File: src/rtl/cpu_pkg.sv
// Shared types for the processor controller: opcodes, FSM states, ALU selects
// and the bit positions of the instruction fields.
package cpu_pkg;

    typedef enum logic [3:0] {
        OP_NOOP  = 4'd0,
        OP_STORE = 4'd1,
        OP_LOAD  = 4'd2,
        OP_ADD   = 4'd3,
        OP_SUB   = 4'd4,
        OP_HALT  = 4'd5
    } opcode_e;

    typedef enum logic [3:0] {
        ST_INIT   = 4'd0,
        ST_FETCH  = 4'd1,
        ST_DECODE = 4'd2,
        ST_NOOP   = 4'd3,
        ST_STORE  = 4'd4,
        ST_LOAD_A = 4'd5,
        ST_LOAD_B = 4'd6,
        ST_ADD    = 4'd7,
        ST_SUB    = 4'd8,
        ST_HALT   = 4'd9
    } state_e;

    localparam logic [2:0] ALU_PASS = 3'd0;
    localparam logic [2:0] ALU_ADD  = 3'd1;
    localparam logic [2:0] ALU_SUB  = 3'd2;

    localparam int OP_MSB = 15;
    localparam int OP_LSB = 12;
    localparam int RA_MSB = 11;
    localparam int RA_LSB = 8;
    localparam int RB_MSB = 7;
    localparam int RB_LSB = 4;
    localparam int RW_MSB = 3;
    localparam int RW_LSB = 0;
    localparam int DA_MSB = 11;
    localparam int DA_LSB = 4;

endpackage

File: src/rtl/program_counter.sv
// Instruction address counter: increments when Inc is high, wraps at 2**PC_W,
// cleared asynchronously by Reset.
module program_counter #(
    parameter int PC_W = 7
) (
    input  logic            Clk,
    input  logic            Reset,
    input  logic            Inc,
    output logic [PC_W-1:0] Count
);

    always_ff @(posedge Clk or posedge Reset) begin
        if (Reset) begin
            Count <= '0;
        end else if (Inc) begin
            Count <= Count + 1'b1;
        end
    end

endmodule

File: src/rtl/control_unit.sv
// Multi-cycle FSM controller: fetches from the instruction ROM, holds PC/IR and
// drives the DataPath control inputs as Moore outputs of state and IR.
module control_unit
    import cpu_pkg::*;
#(
    parameter int PC_W = 7,
    parameter int IW   = 16
) (
    input  logic            Clk,
    input  logic            Reset,
    input  logic [IW-1:0]   IR_in,
    output logic [PC_W-1:0] PC_Addr,
    output logic [7:0]      D_Addr,
    output logic            D_wr,
    output logic            RF_s,
    output logic [3:0]      RF_W_addr,
    output logic            RF_W_en,
    output logic [3:0]      RF_Ra_addr,
    output logic [3:0]      RF_Rb_addr,
    output logic [2:0]      Alu_s0,
    output logic [3:0]      State_out
);

    state_e        state_q;
    state_e        state_d;
    logic [IW-1:0] ir_q;
    opcode_e       op;
    logic          fetch;

    assign fetch = (state_q == ST_FETCH);
    assign op    = opcode_e'(ir_q[OP_MSB:OP_LSB]);

    program_counter #(.PC_W(PC_W)) u_pc (
        .Clk   (Clk),
        .Reset (Reset),
        .Inc   (fetch),
        .Count (PC_Addr)
    );

    always_ff @(posedge Clk or posedge Reset) begin
        if (Reset) begin
            state_q <= ST_INIT;
            ir_q    <= '0;
        end else begin
            state_q <= state_d;
            if (fetch) begin
                ir_q <= IR_in;
            end
        end
    end

    always_comb begin
        state_d = state_q;
        case (state_q)
            ST_INIT:   state_d = ST_FETCH;
            ST_FETCH:  state_d = ST_DECODE;
            ST_DECODE: begin
                case (op)
                    OP_STORE: state_d = ST_STORE;
                    OP_LOAD:  state_d = ST_LOAD_A;
                    OP_ADD:   state_d = ST_ADD;
                    OP_SUB:   state_d = ST_SUB;
                    OP_HALT:  state_d = ST_HALT;
                    default:  state_d = ST_NOOP;
                endcase
            end
            ST_LOAD_A: state_d = ST_LOAD_B;
            ST_NOOP, ST_STORE, ST_ADD, ST_SUB, ST_LOAD_B: state_d = ST_FETCH;
            ST_HALT:   state_d = ST_HALT;
            default:   state_d = ST_INIT;
        endcase
    end

    // Address fields come straight from IR; IR is cleared by Reset so they read 0 then.
    always_comb begin
        D_Addr     = ir_q[DA_MSB:DA_LSB];
        RF_Ra_addr = (op == OP_STORE) ? ir_q[RW_MSB:RW_LSB] : ir_q[RA_MSB:RA_LSB];
        RF_Rb_addr = ir_q[RB_MSB:RB_LSB];
        RF_W_addr  = ir_q[RW_MSB:RW_LSB];
        D_wr       = 1'b0;
        RF_s       = 1'b0;
        RF_W_en    = 1'b0;
        Alu_s0     = ALU_PASS;
        if (!Reset) begin
            case (state_q)
                ST_STORE: D_wr = 1'b1;
                ST_LOAD_B: begin
                    RF_s    = 1'b1;
                    RF_W_en = 1'b1;
                end
                ST_ADD: begin
                    Alu_s0  = ALU_ADD;
                    RF_W_en = 1'b1;
                end
                ST_SUB: begin
                    Alu_s0  = ALU_SUB;
                    RF_W_en = 1'b1;
                end
                default: ;
            endcase
        end
    end

    assign State_out = state_q;

endmodule

File: config.mk
export PLATFORM = sky130hd
export DESIGN_NAME = control_unit
export DESIGN_NICKNAME = d
export VERILOG_FILES = /design/src/rtl/cpu_pkg.sv /design/src/rtl/program_counter.sv /design/src/rtl/control_unit.sv
export SDC_FILE = /design/constraint.sdc
export NUM_CORES = 1
export LEC_CHECK = 0
export ABC_AREA = 1
export BUFFER_PORTS_ARGS = -buffer_cell sky130_fd_sc_hd__buf_2
export CAP_MARGIN = 20
export CELL_PAD_IN_SITES_DETAIL_PLACEMENT = 1
export CELL_PAD_IN_SITES_GLOBAL_PLACEMENT = 1
export CORE_ASPECT_RATIO = 0.6
export CORE_MARGIN = 4
export CORE_UTILIZATION = 25
export DETAILED_ROUTE_END_ITERATION = 16
export GPL_TIMING_DRIVEN = 0
export HOLD_SLACK_MARGIN = 0.02
export PLACE_DENSITY = 0.7
export RECOVER_POWER = 100
export SLEW_MARGIN = 10
export SYNTH_ARGS = -nofsm -noshare
export SYNTH_HDL_FRONTEND = slang
export SYNTH_SLANG_ARGS = --single-unit
File: constraint.sdc
create_clock -name Clk -period 2.3 [get_ports Clk]
set_input_delay 0.69 -clock Clk [delete_from_list [all_inputs] [get_ports Clk]]
set_output_delay 0.69 -clock Clk [all_outputs]
set_load 0.02 [all_outputs]
==> flow_summary.json, run 1 <==
{
  "synth_top_area_frac": 0.462,
  "crit_path_end_kind": "output port",
  "initial_utilization": 0.260,
  "setup_violations": 0,
  "synth_warnings": 0,
  "syn_nets": 209,
  "cts_inserted_buffers": 3,
  "synth_cells": 190,
  "die_area_um2": 7170,
  "slowest_stage": "clkbuf_1",
  "drv_slew": 0,
  "num_antenna_cells": 0,
  "post-route-period-util": 0.960,
  "p_total_mw": 2.79,
  "cts.root.buffer_cell": "clkbuf_8",
  "grt_max_degree": 16,
  "drtIter0Drc": 48,
  "drc_errors": 0,
  "critPathMaxStageDelay_ns": 0.26,
  "max_slew_margin": 0.486,
  "clock_latency_ns": 0.28,
  "yosysMostFrequentCell": "nand2_1",
  "die_h_um": 67.2,
  "drt-wirelength-per-cell_um": 12.3,
  "setup.worst_path.start_class": "primary input",
  "fill_cells": 739,
  "crit_chain": "clkbuf_1 > clkinvlp_4 > nand2_1 > o22ai_1 > clkbuf_2",
  "fmax_mhz": 453,
  "die_x_um": 107,
  "cts_tree": "done",
  "avgSynthCellArea_um2": 7.69,
  "cts_sinks": 27,
  "crit_family": "buffers and inverters",
  "synthToLayoutAreaGrowth_pct": 24.7,
  "worst-path-max-fanout": 4,
  "overflow": 0,
  "dr.pass1.iters": 3,
  "place_congestion": 0.769,
  "htreeDepth": 1,
  "hold_start": "ir_q[10]",
  "dp_hpwl_um": 3010,
  "cp.required_ns": 1.61,
  "grt_pass1_wl_um": 6620,
  "ys_top_cells_by_area": "dfrtp_1 46%, nand2_1 20%, buf_4 8.7%, o21ai_0 5.5%, inv_1 3.9%",
  "synth_common_cells": "76 x nand2_1, 27 x dfrtp_1, 17 x buf_4, 16 x o21ai_0",
  "boundaryPins": 55,
  "min_period_ns": 2.21,
  "cts.clk_slew.worst_paths_ns": 0.10,
  "r2r_start": "State_out[0]",
  "syn_area_um2": 1460,
  "ys_ff_latch": 27,
  "drive_gt1_frac": 0.209,
  "critPathArrivalTime_ns": 1.52,
  "wl_um": 4050,
  "status": "complete, no violations",
  "hold_slack_ns": 0.528,
  "vdd_drop_max_uv": 571,
  "path_class": "in2out",
  "leakagePower_nw": 0.930,
  "reg2reg_slack_ns": 0.29,
  "synth_enable_flop_cells": 0,
  "max-cap-violations": 0,
  "antenna_found_initial": 0,
  "crit_start": "Reset",
  "rows": 21,
  "hold_violations": 0,
  "powerDensity_nw_per_um2": 1530,
  "synth_cell_type_count": 19,
  "grt_pass1_vias": 1328,
  "ant_nets": 0,
  "ys_seq_area_frac": 0.462,
  "fin_skew_ns": 0.00104,
  "cts_buffer_depth": 2,
  "worst_pin_slew_ns": 0.772,
  "avgViaCountPerCell": 4.01,
  "ys.flop_type": "dfrtp_1",
  "hold_buffers": 0,
  "finalNetCount": 269,
  "rsz0062_at_grt": "no",
  "globalRouteTotalUtil": 0.119,
  "num_vias": 1320,
  "path_buf_inv": 3,
  "io_buffer_count": 53,
  "synth_top_area_cell": "dfrtp_1",
  "core-area_um2": 5620,
  "synth-async-reset-ratio": 1.00,
  "hold_path_class": "reg2reg"
}
## tightest hold or removal path: cells and delay by family (launching register included)
family        cells  cell delay [ns]
simple gates      2             0.12
flops             1             0.38
## cell usage in the layout, fill, tap and decap left out, types with 2 or more instances in the layout
cell type | synthesis | routed
o21ai_1 | 0 | 2
clkbuf_8 | 0 | 3
inv_1 | 15 | 15
clkbuf_1 | 0 | 31
clkbuf_2 | 0 | 8
nor2_1 | 15 | 15
buf_4 | 17 | 17
o21ai_0 | 16 | 14
dfrtp_1 | 27 | 27
nand2_1 | 76 | 77
nand3_1 | 7 | 6
nor3_1 | 3 | 3
clkinvlp_2 | 0 | 2
buf_2 | 1 | 18
xor2_1 | 3 | 3
## power breakdown
part	switching (mW)	total, mW	internal (mW)	leakage (nW)
logic	1.04	1.59	0.549	0.568
registers	0.222	0.919	0.696	0.336
clock network	0.159	0.281	0.122	0.0255
total	1.43	2.79	1.37	0.930
## worst paths after layout
check | endpoint | cells after the start
max | RF_W_en | 5
min | ir_q[10] | 2
max reg2reg | ir_q[1] | 6
min reg2reg | ir_q[10] | 2
max in group asynchronous | u_pc.Count[6] | 3
min in group asynchronous | ir_q[15] | 2
## logic make-up after synthesis
group | count (synthesis) | synth area share
DFF | 27 | 0.462
adders and majority gates | 1 | 0.00856
other | 1 | 0.00257
xor gates and xnor gates | 4 | 0.0240
AOI/OAI and AO/OA | 17 | 0.0591
buffers and inverters | 37 | 0.160
and+or+nand+nor | 103 | 0.283
## timing repair
item | 4_1_cts | 5_1_grt
resized for setup | 1 | 4
setup buffers | 1 | 0
cloned | 1 | 0
endpoints found under the setup margin | 6 | 4
pin swaps | 0 | 1
## metal layers
metal  global-route usage  up-vias  wire [um]
li1                     -      684          -
met1                0.169      589       2180
met2                0.176       45       1550
met3               0.0449        2        309
met4               0.0144        0         13
met5                    0        -          0
## cell type report
| cell class | count | area (um^2) | share of cell area |
|---|---|---|---|
| clock inverter | 1 | 5.00 | 0.00275 |
| tap | 80 | 100 | 0.0549 |
| timing repair buffer | 54 | 233 | 0.128 |
| clock buffer | 3 | 41.3 | 0.0227 |
| timing repair inverter | 1 | 5.00 | 0.00275 |
| sequential | 27 | 676 | 0.371 |
| inverter | 17 | 68.8 | 0.0378 |
| buffer | 20 | 141 | 0.0776 |
| multi-input combinational | 126 | 552 | 0.303 |
## metrics by stage
stage | setup TNS (ns) | util | std cells | instance area (um^2) | worst slack (ns)
3_5_place_dp | -1.59 | 0.326 | 323 | 1830 | -0.420
6_report | 0 | 0.324 | 329 | 1820 | 0.0910
4_1_cts | 0 | 0.337 | 329 | 1890 | 0.0313
5_1_grt | 0 | 0.324 | 329 | 1820 | 0.0287
2_1_floorplan | -0.0924 | - | 190 | 1470 | -0.0308
3_3_place_gp | -1.47 | 0.326 | 323 | 1830 | -0.394
## sequential cells by signal (all words and copies together) (netlist names)
name and count:
ir_q 16, u_pc.Count 7, State_out 4
Note: power is estimated with default switching activity, not from simulation.
==> run 2, diff against run 1 <==
--- a/config.mk
+++ b/config.mk
@@ -10,13 +10,12 @@
 export CAP_MARGIN = 20
 export CELL_PAD_IN_SITES_DETAIL_PLACEMENT = 1
 export CELL_PAD_IN_SITES_GLOBAL_PLACEMENT = 1
-export CORE_ASPECT_RATIO = 0.6
 export CORE_MARGIN = 4
 export CORE_UTILIZATION = 25
 export DETAILED_ROUTE_END_ITERATION = 16
 export GPL_TIMING_DRIVEN = 0
 export HOLD_SLACK_MARGIN = 0.02
-export PLACE_DENSITY = 0.7
+export PLACE_DENSITY = 0.68
 export RECOVER_POWER = 100
 export SLEW_MARGIN = 10
 export SYNTH_ARGS = -nofsm -noshare
==> constraint.sdc (replaced) <==
create_clock -name Clk -period 2.7 [get_ports Clk]
set_input_delay 0.81 -clock Clk [delete_from_list [all_inputs] [get_ports Clk]]
set_output_delay 0.81 -clock Clk [all_outputs]
set_load 0.02 [all_outputs]
==> run 2 against run 1 <==
  * Non-clock buffer count did not move
  * Sequential power decreased by 17%
  * Combinational power decreased by 16%
  * Largest power group unchanged
==> flow_summary.json, run 2 (synthesis gave the netlist of run 1 again) <==
{
  "fmax_mhz": 397,
  "overflow": 0,
  "fill_cells": 747,
  "worst-path-max-fanout": 4,
  "avgViaCountPerCell": 4.21,
  "finalNetCount": 269,
  "largest-register": "ir_q",
  "drv_slew": 0,
  "crit_top_cell": "clkbuf_1",
  "critPathMaxStageDelay_ns": 0.28,
  "cts_tree": "done",
  "fin_area_um2": 1780,
  "drive_gt1_frac": 0.161,
  "crit_path_end_kind": "output port",
  "final_common_cell": "nand2_1",
  "cp.required_ns": 1.89,
  "grt_pass1_vias": 1414,
  "max-cap-violations": 0,
  "cts.clk_slew.worst_paths_ns": 0.09,
  "path_class": "in2out",
  "num_antenna_cells": 0,
  "hold_buffers": 0,
  "slowest_stage": "clkbuf_1",
  "die_area_um2": 7130,
  "clock_latency_ns": 0.27,
  "status": "complete, no violations",
  "p_total_mw": 2.33,
  "wl_um": 3920,
  "vdd_drop_max_uv": 311,
  "post-place-cells": 315,
  "place_congestion": 0.739,
  "rows": 27,
  "grt_pass1_wl_um": 6600,
  "leakagePower_nw": 0.897,
  "drt-wirelength-per-cell_um": 12.2,
  "boundaryPins": 55,
  "dp_hpwl_um": 2910,
  "setup_violations": 0,
  "stdcell_count": 321,
  "core-area_um2": 5570,
  "worst_pin_slew_ns": 0.790,
  "powerDensity_nw_per_um2": 1310,
  "placed_area_um2": 1820,
  "cts_buffer_depth": 2,
  "hold_violations": 0,
  "dr_wl_met2_um": 1970,
  "largest_reg_flops": 16,
  "wl_met1_um": 1760,
  "rsz0062_at_grt": "no",
  "io_buffer_count": 53,
  "critPathArrivalTime_ns": 1.71,
  "initial_utilization": 0.262,
  "final_cell_mix": "77 x nand2_1, 41 x clkbuf_1, 27 x dfrtp_1",
  "min_period_ns": 2.52,
  "drtIter0Drc": 35,
  "htreeDepth": 1,
  "drc_errors": 0,
  "hold_path_class": "reg2reg",
  "ant_nets": 0,
  "globalRouteTotalUtil": 0.112,
  "grt_max_degree": 15,
  "setup.worst_path.start_class": "primary input",
  "timing.setup.tns_ns": 0,
  "cts_sinks": 27,
  "cts_setup_buffers": 1,
  "synthToLayoutAreaGrowth_pct": 22.1,
  "num_vias": 1350,
  "cts_resized": 0,
  "cts.root.buffer_cell": "clkbuf_8",
  "antenna_found_initial": 0,
  "die_h_um": 84.5,
  "crit_family": "buffers and inverters",
  "fin_skew_ns": 0.00255,
  "wl_met3_um": 173,
  "fin_util": 0.320,
  "highest_layer": "met4",
  "max_slew_margin": 0.473,
  "post-route-period-util": 0.934,
  "path_buf_inv": 3,
  "cts_inserted_buffers": 3,
  "die_x_um": 84.5,
  "crit_chain": "clkbuf_1 > clkinvlp_4 > nand2_1 > o22ai_1 > clkbuf_1",
  "dr.pass1.iters": 3
}
run 2: changes by cell type in the layout (fill, tap and decap cells not counted), sizes merged:
cell	before	now
buf	35	34
clkbuf	42	44
clkinv	1	0
run 2: tightest hold or removal path, stage by stage (launching register included):
cell and delay, ns:
dfrtp_1 0.38, nand2_1 0.06, nand2_1 0.05
run 2: worst paths after layout:
path	start	to	slack (ns)	depth (start not counted)
max in group asynchronous	Reset	ir_q[8]	1.31	3
worst min-delay path	ir_q[11]	ir_q[11]	0.52	2
worst max-delay path	Reset	RF_W_en	0.18	5
min in group asynchronous	Reset	ir_q[13]	0.74	2
worst min register to register	ir_q[11]	ir_q[11]	0.52	2
worst max register to register	State_out[0]	ir_q[13]	0.68	6
run 2: layer usage:
metal | GRT usage | vias up
met4 | 0.0302 | 0
li1 | - | 680
met5 | 0 | -
met2 | 0.203 | 25
met1 | 0.137 | 643
met3 | 0.0196 | 2
run 2: layout make-up:
| cell class | count | area, um^2 | share of cell area |
|---|---|---|---|
| Tap cell | 72 | 90.1 | 0.0505 |
| Clock buffer | 4 | 45.0 | 0.0252 |
| Timing Repair inverter | 1 | 5.00 | 0.00281 |
| Buffer | 20 | 140 | 0.0785 |
| Inverter | 17 | 68.8 | 0.0386 |
| Multi-Input combinational cell | 126 | 537 | 0.301 |
| Sequential cell | 27 | 676 | 0.379 |
| Timing Repair Buffer | 54 | 223 | 0.125 |
run 2: power breakdown:
| part | leakage, nW | switching [mW] | internal [mW] |
|---|---|---|---|
| clock | 0.0228 | 0.124 | 0.106 |
| combinational | 0.538 | 0.885 | 0.447 |
| sequential | 0.336 | 0.173 | 0.593 |
| total | 0.897 | 1.18 | 1.15 |
run 2: metrics by stage:
step,hold slack [ns],worst slack (ns)
2_1_floorplan,0.472,0.129
3_3_place_gp,0.497,-0.252
3_5_place_dp,0.507,-0.285
4_1_cts,0.534,0.264
5_1_grt,0.561,0.116
6_report,0.522,0.179
==> run 3, diff against run 2 <==
--- a/config.mk
+++ b/config.mk
@@ -10,10 +10,10 @@
 export CAP_MARGIN = 20
 export CELL_PAD_IN_SITES_DETAIL_PLACEMENT = 1
 export CELL_PAD_IN_SITES_GLOBAL_PLACEMENT = 1
+export CORE_ASPECT_RATIO = 1.25
 export CORE_MARGIN = 4
 export CORE_UTILIZATION = 25
 export DETAILED_ROUTE_END_ITERATION = 16
-export GPL_TIMING_DRIVEN = 0
 export HOLD_SLACK_MARGIN = 0.02
 export PLACE_DENSITY = 0.68
 export RECOVER_POWER = 100
==> run 3 against run 2 <==
  * Largest cell class unchanged
  * Hold slack worse by 0.014 ns
  * The run now ends with max-capacitance violations, max-slew violations left
  * Maximum frequency up 2.9%
  * Clock-buffer cell count down 1
  * Register-to-register slack worse by 0.28 ns
  * Setup slack better by 0.071 ns
  * Critical path type is now reg2out
  * Sequential cell count unchanged
  * Combinational power down 14%
  * Cell count down 9.0%
  * Die area up 0.11%
==> flow_summary.json, run 3 (synthesis gave the netlist of run 1 again) <==
{
  "setup.worst_path.start_class": "register",
  "p_total_mw": 2.15,
  "io_buffer_count": 53,
  "globalRouteTotalUtil": 0.103,
  "post-route-period-util": 0.907,
  "max_slew_margin": -0.0321,
  "fin_util": 0.294,
  "dr.pass1.iters": 2,
  "status": "finished, violations left",
  "setup_ws_ns": 0.251,
  "drv_slew": 28,
  "vdd_drop_max_uv": 391,
  "drtIter0Drc": 15,
  "cp.depth": 4,
  "ant_nets": 0,
  "min_period_ns": 2.45,
  "final_cell_mix": "77 x nand2_1, 35 x clkbuf_1, 27 x dfrtp_1",
  "cts_sinks": 27,
  "drt-wirelength-per-cell_um": 12.4,
  "core-area_um2": 5560,
  "largest-register": "ir_q",
  "cts_resized": 0,
  "final_common_cell": "nand2_1",
  "cts_buffer_depth": 2,
  "max-cap-violations": 1,
  "path_class": "reg2out",
  "cts.root.buffer_cell": "clkbuf_8",
  "hold_violations": 0,
  "num_antenna_cells": 0,
  "cts.clk_slew.worst_paths_ns": 0.10,
  "grt_pass1_vias": 1389,
  "clock_latency_ns": 0.28,
  "hold_path_class": "reg2reg",
  "timing.setup.tns_ns": 0,
  "drc_errors": 0,
  "cts_inserted_buffers": 3,
  "wl_um": 3620,
  "die_x_um": 76.4,
  "cp.required_ns": 1.89,
  "antenna_found_initial": 0,
  "worst_pin_slew_ns": 1.55,
  "fin_skew_ns": 0.00776,
  "overflow": 0,
  "post-place-cells": 288,
  "grt_max_degree": 28,
  "dp_hpwl_um": 2720,
  "drive_gt1_frac": 0.105,
  "setup_violations": 0,
  "grt_pass1_wl_um": 6130,
  "fmax_mhz": 408,
  "r2r_cells": 5,
  "critPathMaxStageDelay_ns": 0.43,
  "rows": 30,
  "dp_slack_ns": 0.467,
  "num_vias": 1292,
  "place_congestion": 0.766,
  "stdcell_count": 292,
  "die_h_um": 93.5,
  "worst-path-max-fanout": 8,
  "rsz0062_at_grt": "no",
  "synthToLayoutAreaGrowth_pct": 11.7,
  "powerDensity_nw_per_um2": 1320,
  "finalNetCount": 248,
  "crit_family": "simple AND/OR/NAND/NOR gates",
  "cts_setup_buffers": 0,
  "boundaryPins": 55,
  "crit_chain": "nor2_1 > nand3_1 > o21ai_0 > clkbuf_2",
  "crit_path_end_kind": "output port",
  "largest_reg_flops": 16,
  "hold_depth": 2,
  "avgViaCountPerCell": 4.42,
  "htreeDepth": 1,
  "slowest_stage": "dfrtp_1",
  "critPathArrivalTime_ns": 1.64,
  "path_buf_inv": 1,
  "initial_utilization": 0.263,
  "cts_tree": "done",
  "hold_buffers": 0,
  "leakagePower_nw": 0.821,
  "violations": "max-capacitance violations, max-slew violations",
  "die_area_um2": 7140
}
## run 3: cell count changes in the layout (fill, tap and decap cells not counted)
cell        change
clkinvlp_2      -1
buf_4          -17
buf_2           -1
inv_1           +1
clkbuf_2        +3
clkbuf_1        -6
## run 3: final cells by class
cell class / count / area [um^2]
Clock buffer: 3 / 41.3
Clock inverter: 1 / 7.51
Fill cell: 738 / 3920
Inverter: 17 / 65.1
Multi-Input combinational cell: 126 / 537
Sequential cell: 27 / 676
Tap cell: 64 / 80.1
Timing Repair Buffer: 54 / 226
## run 3: power breakdown
group          switching (mW)  internal (mW)  leakage [nW]  total, mW
clock network           0.137          0.105        0.0217      0.242
registers               0.170          0.593         0.336      0.763
logic                   0.835          0.308         0.463       1.14
## run 3: final timing paths
kind                              start            end  slack [ns]
setup / recovery               ir_q[14]  RF_Ra_addr[0]        0.25
hold reg to reg                 ir_q[5]        ir_q[5]        0.51
min in group asynchronous         Reset   State_out[0]        1.11
max in group asynchronous         Reset  u_pc.Count[6]        0.69
hold / removal                  ir_q[5]        ir_q[5]        0.51
setup reg to reg           State_out[0]        ir_q[2]        0.40
## run 3: routing by layer
layer	part of all wire	track usage	vias to the layer above
met2	0.49	0.189	34
met4	0.0083	0.0272	0
li1	-	-	639
met3	0.051	0.0183	4
met5	0	0	-
met1	0.45	0.123	615
## run 3: worst min-delay path, delay by kind of cell (launching register included)
family | cells | cell delay (ns)
and+or+nand+nor | 2 | 0.11
DFF | 1 | 0.37
## run 3: metrics by stage
step | hold WS, ns | cell area (um^2)
final | 0.508 | 1630
after global routing | 0.556 | 1630
after CTS | 0.511 | 1700
after detailed placement | 0.485 | 1660
after global placement | 0.480 | 1660
after floorplan | 0.472 | 1470
